`src/rtl/regfile_write_arbiter.sv`:
```
// regfile_write_arbiter: arbitrates execute (A) and load (B) writebacks onto the single register-file write port.
// Ports:
//   clock, reset                         rising-edge clock, asynchronous active-high reset
//   a_valid/a_ready/a_index/a_data       execute writeback request and accept
//   b_valid/b_ready/b_index/b_data       load writeback request and accept
//   reserve_valid/reserve_index          marks a newly issued load's destination as busy
//   q1_index/q1_busy, q2_index/q2_busy   combinational scoreboard queries
//   enable_write_rd/rd_index/rd          registered register-file write port
module regfile_write_arbiter #(
   parameter int REG_COUNT = 32,
   parameter int XLEN      = 32
) (
   input  logic            clock,
   input  logic            reset,
   input  logic            a_valid,
   output logic            a_ready,
   input  logic [4:0]      a_index,
   input  logic [XLEN-1:0] a_data,
   input  logic            b_valid,
   output logic            b_ready,
   input  logic [4:0]      b_index,
   input  logic [XLEN-1:0] b_data,
   input  logic            reserve_valid,
   input  logic [4:0]      reserve_index,
   input  logic [4:0]      q1_index,
   input  logic [4:0]      q2_index,
   output logic            q1_busy,
   output logic            q2_busy,
   output logic            enable_write_rd,
   output logic [4:0]      rd_index,
   output logic [XLEN-1:0] rd
);
   // Bits that can ever be busy: existing registers other than x0.
   localparam logic [31:0] reg_mask =
      (REG_COUNT >= 32 ? 32'hFFFF_FFFF : (32'd1 << REG_COUNT) - 32'd1) & ~32'd1;
   logic            prio_b;
   logic            out_from_b;
   logic            grant;
   logic [4:0]      win_index;
   logic [XLEN-1:0] win_data;
   logic [31:0]     busy;
   logic [31:0]     set_mask;
   logic [31:0]     clr_mask;
   assign a_ready   = a_valid & (~b_valid | ~prio_b);
   assign b_ready   = b_valid & (~a_valid | prio_b);
   assign grant     = a_ready | b_ready;
   assign win_index = b_ready ? b_index : a_index;
   assign win_data  = b_ready ? b_data : a_data;
   // Clear retires the load write currently on the output; set is applied after, so set wins.
   assign set_mask  = {31'd0, reserve_valid} << reserve_index;
   assign clr_mask  = {31'd0, enable_write_rd & out_from_b} << rd_index;
   assign q1_busy   = busy[q1_index];
   assign q2_busy   = busy[q2_index];
   always_ff @(posedge clock or posedge reset) begin
      if (reset) begin
         prio_b          <= 1'b1;
         enable_write_rd <= 1'b0;
         out_from_b      <= 1'b0;
         rd_index        <= 5'd0;
         rd              <= '0;
         busy            <= 32'd0;
      end else begin
         if (a_valid & b_valid) prio_b <= ~prio_b;
         // x0 writes complete the handshake but never reach the register file.
         enable_write_rd <= grant & (win_index != 5'd0);
         out_from_b      <= b_ready;
         if (grant) begin
            rd_index <= win_index;
            rd       <= win_data;
         end
         busy <= ((busy & ~clr_mask) | set_mask) & reg_mask;
      end
   end
endmodule

```
`config.mk`:
```
export PLATFORM = sky130hd
export DESIGN_NAME = regfile_write_arbiter
export DESIGN_NICKNAME = d
export VERILOG_FILES = /design/src/rtl/regfile_write_arbiter.sv
export SDC_FILE = /design/constraint.sdc
export NUM_CORES = 1
export LEC_CHECK = 0
export ABC_AREA = 1
export ABC_CLOCK_PERIOD_IN_PS = 4100
export CAP_MARGIN = 20
export CELL_PAD_IN_SITES_DETAIL_PLACEMENT = 1
export CELL_PAD_IN_SITES_GLOBAL_PLACEMENT = 1
export CORE_MARGIN = 1.5
export CORE_UTILIZATION = 25
export CTS_BUF_LIST = sky130_fd_sc_hd__clkbuf_16
export CTS_CLUSTER_SIZE = 14
export DETAILED_ROUTE_END_ITERATION = 10
export GPL_TIMING_DRIVEN = 0
export MAX_ROUTING_LAYER = met4
export PLACE_DENSITY = 0.75
export SLEW_MARGIN = 20
export SYNTH_ARGS = -nofsm -noshare
export SYNTH_HDL_FRONTEND = slang
export SYNTH_SLANG_ARGS = --single-unit
```
`constraint.sdc`:
```
create_clock -name clock -period 4.1 [get_ports clock]
set_clock_uncertainty 0.15 [all_clocks]
set_input_delay 0.615 -clock clock [delete_from_list [all_inputs] [get_ports clock]]
set_output_delay 0.615 -clock clock [all_outputs]
set_load 0.005 [all_outputs]
```
==> reports/results.ini <==
[setup_path]
timing.reg2reg.worst_path_depth=6
crit_type=in -> out
crit_path_max_fanout=5
worst_path_max_delay_cell=clkdlybuf4s50_1
reg2reg_to=busy[26]
worst_ep_arrival_time_ns=2.24
worst-endpoint-required_ns=3.34
critical_path_cell_by_cell=clkdlybuf4s50_1, inv_1, nand3_1, nand2_1, nand2_1, nand2_1, nand2_1, nand2_1, clkdlybuf4s50_1
ff2ff_setup_slack_ns=2.45
timing.critical_path.to_type=primary output
worst_path_largest_cell_delay_ns=0.53
launching_element_type_of_the_critical_path=input pin
crit-reg2reg-launch=rd_index[0]
timing.critical_path.mode_cell=nand2_1

[timing]
finalHoldWorstSlack_ns=0.3574
grt_setup_unrepaired=false
fmaxAchievable_mhz=333.0
timing.slew.headroom=0.6216
final-max-slew-violation-count=0
final.setup.tns_ns=0
post-route-period-util=0.7324
finalHoldViolations=0
fin_crit_ns=3.003
setup-violations-final=0
worst_pin_slew_ns=0.5632

[pwr]
power_leakage_nw=2.670
vdd.ir_drop.worst_uv=179.7
power_density_over_the_cells_mw_per_mm2=440.4

[logic_synthesis]
yosys.area.top_type_share=0.4328
synth_seq_cells=71
dominant_combinational_cell_family_by_area_after_synthesis=simple AND/OR/NAND/NOR gates
ys_async_sr_fraction=1.000
ys_seq_area_frac=0.4393
postSynthAreaPerCell_sq_um=7.139
synth_area_sq_mm=0.004048
netlist_top_cells_count=nand2_1, nand3_1, o21ai_0
synth_warnings=0
synthMuxAreaShare=0
yosys.area_share.simple=0.3484
xor_xnor_portion_of_the_synthesized_cell_area=0
synth_edf_count=0
count_of_cell_types_in_the_netlist=24
netlist_instances=567
yosysMostFrequentCell=nand2_1
synth-adder-area-share=0
synth_top_flop_cell=dfrtp_1
synth-compound-area-share=0.1301
netlist.top_cell.by_area=dfrtp_1
synth.net_count=661
synth_area_leaders=dfrtp_1, nand2_1, nand3_1

[clock_network]
tritoncts=built
cts.clk_slew.worst_paths_ns=0.06
cts.htree.levels=3
postCtsHoldBufs=0
max-clock-path-buffers=2
insertion_delay_ns=0.33
setup_fix_buffers_added_after_clock_tree_synthesis=0
cts_root_buffer=clkbuf_16
clock-sinks=71
postCtsResizedCells=0
cts_buffers=9

[placement]
place_inst=914
placed_area_sq_mm=0.005642
detailedPlacementHpwl_um=12300
port_buffers=130
gp_congestion=0.8817

[min_path]
hold_start=busy[5]
hold-path-cell-count=2
timing.hold.worst.class=reg -> reg
min_delay_worst_endpoint=busy[5]

[grt]
grt_pass1_wl_um=25060
gr-total-overflow=0
groute.usage.overall=0.1969
grt_max_degree=45
via_count_of_the_first_global_routing_pass=4936
antenna_found_initial=0

[drt]
vias=4522
drc=0
postRouteWirelength_um=15590
detailedRoute.firstIterationViolations=181
wl_per_cell_um=16.77
postRouteAntennaNets=0
viasPerCell=4.862
detail_route.first_pass.iterations=4

[cells_and_area]
diodes=0
post_route_cell_area_sq_mm=0.005954
area_taken_by_flip_flops_and_latches_sq_mm=0.001778
final-instance-count-excl-fill=930
multi_input_gate_area_in_the_final_layout_sq_mm=0.001937
fill_cell_count=1972
drive_gt1_frac=0.06303
final_nets=803
syn_to_final_growth_pct=47.11

[die]
boundaryPins=136
die_width_um=130.2
die_height_um=130.2
floorplan.die_area_sq_mm=0.01696
starting_density_of_the_core=0.2557
num_rows=46
core-area_sq_mm=0.01583

[flow_run]
timing.max_cap.violations=0

[outcome]
run_status=finished clean

-- state kept, by name (all words and copies together) (netlist names) --
register         count
prio_b               1
out_from_b           1
rd_index             5
busy                31
rd                  32
enable_write_rd      1
-- area by class of cell --
type	count	area share
clock inverter	7	0.01471
sequential	71	0.2986
buffer	33	0.03425
timing repair buffer	131	0.2219
multi-input combinational	430	0.3253
inverter	33	0.02206
tap	216	0.04539
clock buffer	9	0.03782
-- stage by stage --
| step | utilization | setup WS (ns) | total power, mW |
|---|---|---|---|
| 2_1_floorplan | - | 1.540 | 1.392 |
| 3_3_place_gp | 0.3550 | 0.2823 | 1.756 |
| 3_5_place_dp | 0.3564 | 1.080 | 1.804 |
| 4_1_cts | 0.3762 | 1.072 | 2.647 |
| 5_1_grt | 0.3762 | 0.9372 | 2.784 |
| 6_report | 0.3762 | 1.097 | 2.622 |
-- layer usage --
| metal | GRT usage | wire length [um] | up-vias |
|---|---|---|---|
| met2 | 0.3415 | 7778 | 152 |
| met1 | 0.2124 | 6190 | 2177 |
| met5 | - | 0 | - |
| li1 | - | - | 2164 |
| met3 | 0.06314 | 1284 | 29 |
| met4 | 0.06536 | 339 | 0 |
-- worst max-delay path: cells and delay by family --
kind / cells / cell delay, ns
buffers and inverters: 3 / 1.21
AND/OR/NAND/NOR: 6 / 0.40
-- cells by family after synthesis --
| group | Yosys count |
|---|---|
| AOI/OAI and AO/OA | 101 |
| DFF | 71 |
| buffers and inverters | 66 |
| and+or+nand+nor | 329 |
-- cells in the final DEF (no fill, tap or decap), drive strengths merged --
cell             n
a21oi            1
and3             1
buf             23
bufinv           2
clkbuf          20
clkdlybuf4s50  130
clkinv           4
clkinvlp         2
dfrtp           70
dfstp            1
inv             32
nand2          203
nand3          112
nand3b           1
nor2             9
nor3             3
o211ai           1
o21ai           94
o41ai            5
-- how the worst max path moves through the flow --
| stage | end | startpoint | slack [ns] | cells past startpoint |
|---|---|---|---|---|
| CTS | q2_busy | q2_index[2] | 1.07 | 9 |
| global route | q2_busy | q2_index[2] | 0.94 | 9 |
| floorplan | busy[10] | reset | 1.54 | 1 |
| global placement | rd[22] | reset | 0.28 | 2 |
| finish | q2_busy | q2_index[2] | 1.10 | 9 |
| detailed placement | q2_busy | q2_index[2] | 1.08 | 9 |
-- power breakdown --
part | switching [mW] | internal [mW]
clock | 0.305 | 0.527
sequential | 0.171 | 0.886
combinational | 0.381 | 0.352
total | 0.857 | 1.77
Power figures use the tool's default switching activity.
